## src/rtl/uart_pkg.sv

```systemverilog
// -----------------------------------------------------------------------------
// uart_pkg
// Definitions shared by the UART receive path and the future transmit path:
// the frame FSM state encoding, the oversampling ratio and the even-parity
// helper used by the optional parity stage.
// No ports (package).
// -----------------------------------------------------------------------------
package uart_pkg;

    localparam int OVERSAMPLE = 16;

    typedef enum logic [2:0] {
        IDLE   = 3'd0,
        START  = 3'd1,
        DATA   = 3'd2,
        PARITY = 3'd3,
        STOP   = 3'd4
    } uart_state_t;

    // True when data bits plus parity bit hold an even number of ones.
    function automatic logic even_parity_ok(input logic [7:0] data, input logic par);
        return ~(^{data, par});
    endfunction

endpackage

```

## src/rtl/uart_rx_fifo_sync_fifo.sv

```systemverilog
// -----------------------------------------------------------------------------
// sync_fifo
// First-word fall-through FIFO: the head entry is always presented on rd_data
// while rd_valid is high. A write accepted while full is only possible
// together with a pop in the same cycle.
// Ports:
//   clk, rst   clock, asynchronous active-high reset
//   wr_en      write request (dropped when full and no pop)
//   wr_data    WIDTH-bit write data
//   rd_en      pop request, ignored when empty
//   rd_data    head entry
//   rd_valid   FIFO non-empty
//   full       occupancy equals DEPTH
//   count      occupancy 0..DEPTH
// -----------------------------------------------------------------------------
module sync_fifo #(
    parameter int WIDTH = 8,
    parameter int DEPTH = 16
) (
    input  logic                     clk,
    input  logic                     rst,
    input  logic                     wr_en,
    input  logic [WIDTH-1:0]         wr_data,
    input  logic                     rd_en,
    output logic [WIDTH-1:0]         rd_data,
    output logic                     rd_valid,
    output logic                     full,
    output logic [$clog2(DEPTH):0]   count
);

    localparam int AW = $clog2(DEPTH);

    logic [WIDTH-1:0] mem_r [DEPTH];
    logic [AW-1:0]    wr_ptr_r;
    logic [AW-1:0]    rd_ptr_r;
    logic [AW:0]      count_r;
    logic             empty_s;
    logic             full_s;
    logic             pop_s;
    logic             push_s;

    assign empty_s  = (count_r == (AW+1)'(0));
    assign full_s   = (count_r == (AW+1)'(DEPTH));
    assign pop_s    = rd_en & ~empty_s;
    // When full, the slot being written is the one being popped this cycle.
    assign push_s   = wr_en & (~full_s | pop_s);

    assign rd_data  = mem_r[rd_ptr_r];
    assign rd_valid = ~empty_s;
    assign full     = full_s;
    assign count    = count_r;

    // Storage array write port.
    always_ff @(posedge clk) begin
        if (push_s) begin
            mem_r[wr_ptr_r] <= wr_data;
        end
    end

    // Pointer and occupancy bookkeeping.
    always_ff @(posedge clk or posedge rst) begin
        if (rst) begin
            wr_ptr_r <= AW'(0);
            rd_ptr_r <= AW'(0);
            count_r  <= (AW+1)'(0);
        end else begin
            if (push_s) begin
                wr_ptr_r <= wr_ptr_r + AW'(1);
            end
            if (pop_s) begin
                rd_ptr_r <= rd_ptr_r + AW'(1);
            end
            case ({push_s, pop_s})
                2'b10:   count_r <= count_r + (AW+1)'(1);
                2'b01:   count_r <= count_r - (AW+1)'(1);
                default: count_r <= count_r;
            endcase
        end
    end

endmodule

```

## src/rtl/uart_rx_fifo.sv

```systemverilog
// -----------------------------------------------------------------------------
// uart_rx_fifo
// 16x oversampled UART receiver feeding a byte FIFO, with RTS flow control
// derived from FIFO occupancy. Default frame is 8N1; defining the macro
// UART_RX_PARITY_EN switches to 8E1 and adds the parity_err output.
// Ports:
//   clk, rst    clock, asynchronous active-high reset
//   rx          serial input (idle high, asynchronous to clk)
//   rts         active-low request-to-send, 1 = stop sending
//   rd_data     FIFO head byte, valid while rd_valid=1
//   rd_valid    FIFO non-empty
//   rd_en       pop head (ignored when empty)
//   count       FIFO occupancy
//   frame_err   1-cycle pulse: stop bit sampled 0
//   overrun     1-cycle pulse: byte dropped because FIFO full
//   parity_err  (UART_RX_PARITY_EN only) 1-cycle pulse: even parity failed
// -----------------------------------------------------------------------------
module uart_rx_fifo
    import uart_pkg::*;
#(
    parameter int CLK_HZ     = 100_000_000,
    parameter int BAUD       = 115_200,
    parameter int DEPTH      = 16,
    parameter int RTS_MARGIN = 4
) (
    input  logic                   clk,
    input  logic                   rst,
    input  logic                   rx,
    output logic                   rts,
    output logic [7:0]             rd_data,
    output logic                   rd_valid,
    input  logic                   rd_en,
    output logic [$clog2(DEPTH):0] count,
    output logic                   frame_err,
    output logic                   overrun
`ifdef UART_RX_PARITY_EN
    ,
    output logic                   parity_err
`endif
);

    localparam int DIV_RAW = CLK_HZ / (BAUD * OVERSAMPLE);
    localparam int DIV     = (DIV_RAW < 1) ? 1 : DIV_RAW;
    localparam int TW      = (DIV > 1) ? $clog2(DIV) : 1;
    localparam int CW      = $clog2(DEPTH) + 1;

    logic           rx_meta_r;
    logic           rx_sync_r;
    logic [TW-1:0]  tick_cnt_r;
    logic           tick_s;
    uart_state_t    state_r;
    logic [3:0]     phase_r;
    logic [2:0]     bit_idx_r;
    logic [7:0]     shift_r;
    logic           wait_high_r;
    logic           push_r;
    logic           frame_err_r;
    logic           overrun_r;
    logic           rts_r;
    logic           fifo_full_s;
    logic           fifo_wr_s;
    logic [CW-1:0]  count_s;
`ifdef UART_RX_PARITY_EN
    logic           parity_err_r;
`endif

    // Two-flop synchroniser for the asynchronous rx line, idle-high at reset.
    always_ff @(posedge clk or posedge rst) begin
        if (rst) begin
            rx_meta_r <= 1'b1;
            rx_sync_r <= 1'b1;
        end else begin
            rx_meta_r <= rx;
            rx_sync_r <= rx_meta_r;
        end
    end

    assign tick_s = (tick_cnt_r == TW'(DIV - 1));

    // Free-running oversample tick divider.
    always_ff @(posedge clk or posedge rst) begin
        if (rst) begin
            tick_cnt_r <= TW'(0);
        end else if (tick_s) begin
            tick_cnt_r <= TW'(0);
        end else begin
            tick_cnt_r <= tick_cnt_r + TW'(1);
        end
    end

    // Frame FSM: start validation at mid-bit, then one sample per 16 ticks.
    always_ff @(posedge clk or posedge rst) begin
        if (rst) begin
            state_r      <= IDLE;
            phase_r      <= 4'd0;
            bit_idx_r    <= 3'd0;
            shift_r      <= 8'd0;
            wait_high_r  <= 1'b0;
            push_r       <= 1'b0;
            frame_err_r  <= 1'b0;
`ifdef UART_RX_PARITY_EN
            parity_err_r <= 1'b0;
`endif
        end else begin
            push_r       <= 1'b0;
            frame_err_r  <= 1'b0;
`ifdef UART_RX_PARITY_EN
            parity_err_r <= 1'b0;
`endif
            case (state_r)
                IDLE: begin
                    // After a framing error the line must return high
                    // before a new falling edge is treated as a start bit.
                    if (wait_high_r) begin
                        if (rx_sync_r) begin
                            wait_high_r <= 1'b0;
                        end
                    end else if (!rx_sync_r) begin
                        phase_r <= 4'd0;
                        state_r <= START;
                    end
                end
                START: begin
                    if (tick_s) begin
                        if (phase_r == 4'd7) begin
                            if (rx_sync_r) begin
                                state_r <= IDLE;
                            end else begin
                                state_r   <= DATA;
                                bit_idx_r <= 3'd0;
                                phase_r   <= 4'd0;
                            end
                        end else begin
                            phase_r <= phase_r + 4'd1;
                        end
                    end
                end
                DATA: begin
                    if (tick_s) begin
                        if (phase_r == 4'd15) begin
                            shift_r   <= {rx_sync_r, shift_r[7:1]};
                            phase_r   <= 4'd0;
                            bit_idx_r <= bit_idx_r + 3'd1;
                            if (bit_idx_r == 3'd7) begin
`ifdef UART_RX_PARITY_EN
                                state_r <= PARITY;
`else
                                state_r <= STOP;
`endif
                            end
                        end else begin
                            phase_r <= phase_r + 4'd1;
                        end
                    end
                end
                PARITY: begin
                    if (tick_s) begin
                        if (phase_r == 4'd15) begin
`ifdef UART_RX_PARITY_EN
                            parity_err_r <= ~even_parity_ok(shift_r, rx_sync_r);
`endif
                            phase_r <= 4'd0;
                            state_r <= STOP;
                        end else begin
                            phase_r <= phase_r + 4'd1;
                        end
                    end
                end
                STOP: begin
                    if (tick_s) begin
                        if (phase_r == 4'd15) begin
                            if (rx_sync_r) begin
                                push_r <= 1'b1;
                            end else begin
                                frame_err_r <= 1'b1;
                                wait_high_r <= 1'b1;
                            end
                            phase_r <= 4'd0;
                            state_r <= IDLE;
                        end else begin
                            phase_r <= phase_r + 4'd1;
                        end
                    end
                end
                default: begin
                    state_r <= IDLE;
                end
            endcase
        end
    end

    // A completed byte is dropped only if the FIFO is full and not popping.
    assign fifo_wr_s = push_r & (~fifo_full_s | rd_en);

    sync_fifo #(
        .WIDTH (8),
        .DEPTH (DEPTH)
    ) u_fifo (
        .clk      (clk),
        .rst      (rst),
        .wr_en    (fifo_wr_s),
        .wr_data  (shift_r),
        .rd_en    (rd_en),
        .rd_data  (rd_data),
        .rd_valid (rd_valid),
        .full     (fifo_full_s),
        .count    (count_s)
    );

    // Overrun pulse and occupancy-based RTS.
    always_ff @(posedge clk or posedge rst) begin
        if (rst) begin
            overrun_r <= 1'b0;
            rts_r     <= 1'b1;
        end else begin
            overrun_r <= push_r & fifo_full_s & ~rd_en;
            rts_r     <= (count_s >= CW'(DEPTH - RTS_MARGIN));
        end
    end

    assign rts        = rts_r;
    assign count      = count_s;
    assign frame_err  = frame_err_r;
    assign overrun    = overrun_r;
`ifdef UART_RX_PARITY_EN
    assign parity_err = parity_err_r;
`endif

endmodule

```

## config.mk

```make
export PLATFORM = sky130hd
export DESIGN_NAME = uart_rx_fifo
export DESIGN_NICKNAME = d
export VERILOG_FILES = /design/src/rtl/uart_pkg.sv /design/src/rtl/uart_rx_fifo_sync_fifo.sv /design/src/rtl/uart_rx_fifo.sv
export SDC_FILE = /design/constraint.sdc
export NUM_CORES = 1
export LEC_CHECK = 0
export BUFFER_PORTS_ARGS = -buffer_cell sky130_fd_sc_hd__buf_2
export CORE_MARGIN = 2
export CORE_UTILIZATION = 40
export DETAILED_ROUTE_END_ITERATION = 6
export GPL_TIMING_DRIVEN = 0
export PLACE_DENSITY = 0.61
export REMOVE_ABC_BUFFERS = 1
export SLEW_MARGIN = 20
export SYNTH_ARGS = -nofsm -noshare
export SYNTH_HDL_FRONTEND = slang
export SYNTH_SLANG_ARGS = --single-unit
```

## constraint.sdc

```tcl
create_clock -name clk -period 3 [get_ports clk]
set_input_delay 0.6 -clock clk [delete_from_list [all_inputs] [get_ports clk]]
set_output_delay 0.6 -clock clk [all_outputs]
set_load 0.01 [all_outputs]
```

==> impl_metrics.tcl <==
set metrics [dict create \
    viasPerCell 5.441 \
    synth-compound-area-share_pct 3.162 \
    die_y_um 139.3 \
    finalHoldViolCount 0 \
    cp_top_family "multiplexers" \
    outcome "completed" \
    drt_iter0_drc 335 \
    clock_skew_ns 0.008015 \
    nets 468 \
    synth_cells 420 \
    crit_chain "buf_16 > mux4_1 > mux4_2 > buf_2" \
    synth_top_area_share_pct 52.51 \
    yosysWarnings 0 \
    die_w_um 139.3 \
    io_pins 21 \
    muxShareOfSynthArea_pct 15.93 \
    cts.sinks 172 \
    drv_cap 0 \
    clock_latency_ns 0.43 \
    arrival_ns 2.35 \
    nFillCells 1507 \
    seq_area_frac_synth_pct 67.61 \
    ant_nets 0 \
    relSlewSlack_pct 27.93 \
    worstPathRequired_ns 2.40 \
    cts.root.buffer_cell "clkbuf_16" \
    core_um2 17960 \
    hold_ws_ns 0.1806 \
    drv_slew 0 \
    yosys.area.top_type "edfxtp_1" \
    max_clock_freq_ghz 0.3387 \
    cts_tree "built" \
    hold_path.class "in -> async" \
    rsz0062_at_grt "no" \
    ctsHoldBuffers 0 \
    drive_gt1_share_pct 22.29 \
    post_dp_cell_area_um2 7714 \
    numCtsBuffers 17 \
    worst_path_max_delay_cell "mux4_1" \
    vias 3760 \
    antenna_found_initial 0 \
    worstPathMaxFanout 15 \
    pre_cts_ws_ns -0.2121 \
    tightest_slew_ns 1.077 \
    start_kind "flop" \
    drc 0 \
    end_kind "output pin" \
    hpwlAfterDp_mm 8.824 \
    fin_crit_sh_pct 98.41 \
    p_per_area_nw_per_um2 690.4 \
    synth_top_family_by_area "multiplexers" \
    fin_ws_ns 0.04765 \
    setup_viol 0 \
    synthXorXnorAreaFrac_pct 1.556 \
    yosys-top-cells-count "edfxtp_1 (128), dfrtp_1 (41), mux4_1 (30), nor2_1 (27), nand2_1 (20)" \
    async_flop_share_pct 25.58 \
    initial_core_util_pct 40.75 \
    path_buf_inv 2 \
    synth-simple-area-share_pct 6.718 \
    avgSynthCellArea_um2 17.43 \
    syn2layout_area_growth_pct 14.12 \
    crit_path_end "rd_data[7]" \
    max_stage_delay_ns 0.58 \
    io_buffers 20 \
    synth_ff_type "edfxtp_1" \
    synth.most_common_cell "edfxtp_1" \
    synth.area.top_cells "edfxtp_1 (53%), dfrtp_1 (14%), mux4_1 (11%)" \
    reg2reg_from "u_fifo.count[3]" \
    r2r-end "u_fifo.count[4]" \
    dr.pass1.iters 4 \
    grt_max_degree 26 \
    die_area_um2 19400 \
    rrSetupSlack_ns 0.18 \
    p_leak_nw 3.507 \
    rows 49 \
    synth_cell_types 55 \
    critPathLaunch "u_fifo.rd_ptr_r[0]" \
    crit_type "reg -> out" \
    htree_levels 4 \
    grt_pass1_wl_mm 20.90 \
    diodes 0 \
    clk_path_buf_depth 2 \
    gp_congestion 0.8064 \
    clk_pin_slew_ns 0.06 \
    synth_edf_count 128 \
    finalWirelength_mm 13.55 \
    design_area_um2 8353 \
    layout_min_cycle_time_ns 2.952 \
    synth_adder_area_share_pct 2.667 \
    fin_setup_tns_ns 0 \
    synth_area_um2 7320 \
    grt_overflow 0 \
    ir_drop_uv 479.3 \
    grt_util_all_layers_pct 14.53 \
    r2r_cells 12 \
    path_depth 4 \
    ys_ff_latch 172 \
    grt_pass1_vias 3855 \
    wl_per_cell_um 19.61 \
]
worst register-to-register path: stages, from the launching register on:
cell and delay [ns]:
dfrtp_2 0.44, nor4_4 0.32, nand3b_1 0.14, and2_4 0.19, inv_1 0.06, ha_2 0.21
inv_1 0.09, fa_2 0.36, nor2b_1 0.13, o21ai_1 0.09, nand3_1 0.09, or3b_2 0.45
xnor2_1 0.14
state kept, by name, summed over array words and instances (netlist names), 3 cells and up:
signal	flops
u_fifo.rd_ptr_r	4
u_fifo.wr_ptr_r	4
phase_r	4
tick_cnt_r	6
u_fifo.mem_r	128
u_fifo.count	5
shift_r	8
bit_idx_r	3
state_r	3
worst min path at each step:
stage	to	slack (ns)	cells past startpoint
finish	u_fifo.count[2]	0.18	2
global route	shift_r[0]	0.20	2
CTS	shift_r[6]	0.18	2
detailed placement	rx_sync_r	0.35	0
global placement	rx_sync_r	0.35	0
floorplan	rx_sync_r	0.35	0
where the power goes:
part,switching (W),internal [W],leakage [nW]
combinational,0.000351,0.000486,1.19
clock,0.000875,0.00121,0.280
sequential,0.000225,0.00262,2.04
total,0.00145,0.00432,3.51
routing by layer:
layer / vias to the layer above / share of wire [%] / track usage (%)
li1: 1718 / - / -
met1: 1925 / 45 / 19.65
met2: 102 / 49 / 22.96
met3: 15 / 4.2 / 3.889
met4: 0 / 1.5 / 5.051
met5: - / 0 / 0
cell usage in the layout, fill, tap and decap left out, types with 3 or more instances in the layout:
cell and count:
dfrtp_2 3, xor2_1 5, nor3_1 3, nand2b_1 5, nor3_2 4, dfrtp_1 36
nor3b_1 3, clkbuf_1 4, mux4_2 12, xnor2_1 8, dfstp_2 3, a21o_1 4
mux2i_1 4, buf_4 6, edfxtp_1 128, nor2b_1 3, nand3_1 9, nor2_1 27
nand4_1 6, o21ai_0 7, buf_2 20, nand2_1 20, ha_1 13, o211ai_1 4
clkinv_2 4, mux4_1 28, clkbuf_16 20, mux2_2 10, a21oi_1 5, inv_1 12
final cells by class:
| cell class | count | area [um^2] | share of cell area (%) |
|---|---|---|---|
| clock buffer | 24 | 515.5 | 6.171 |
| clock inverter | 8 | 53.80 | 0.6441 |
| inverter | 14 | 52.55 | 0.6291 |
| multi-input combinational | 213 | 2233 | 26.74 |
| sequential | 172 | 4960 | 59.38 |
| tap | 229 | 286.5 | 3.430 |
| timing repair buffer | 31 | 251.5 | 3.011 |
kinds of logic (layout without fill, tap and decap cells):
group,count (synthesis),in the layout
flops,172,172
compound gates,34,34
xor+xnor,13,13
simple gates,97,97
fa+ha+maj,15,15
mux,54,54
buf+inv,35,77
what timing repair did:
action	4_1_cts	5_1_grt
resized for setup	7	7
pin swaps	0	3
setup buffers	2	2
endpoints found under the setup margin	9	3
per-stage QoR:
| stage | instances | utilization, % | power [W] |
|---|---|---|---|
| finish | 691 | 46.50 | 0.005767 |
| global route | 691 | 46.50 | 0.005989 |
| CTS | 689 | 46.42 | 0.005791 |
| detailed placement | 655 | 42.94 | 0.003632 |
| global placement | 648 | 42.23 | 0.003531 |
| floorplan | 399 | - | 0.003307 |
(Power assumes the default switching activity.)
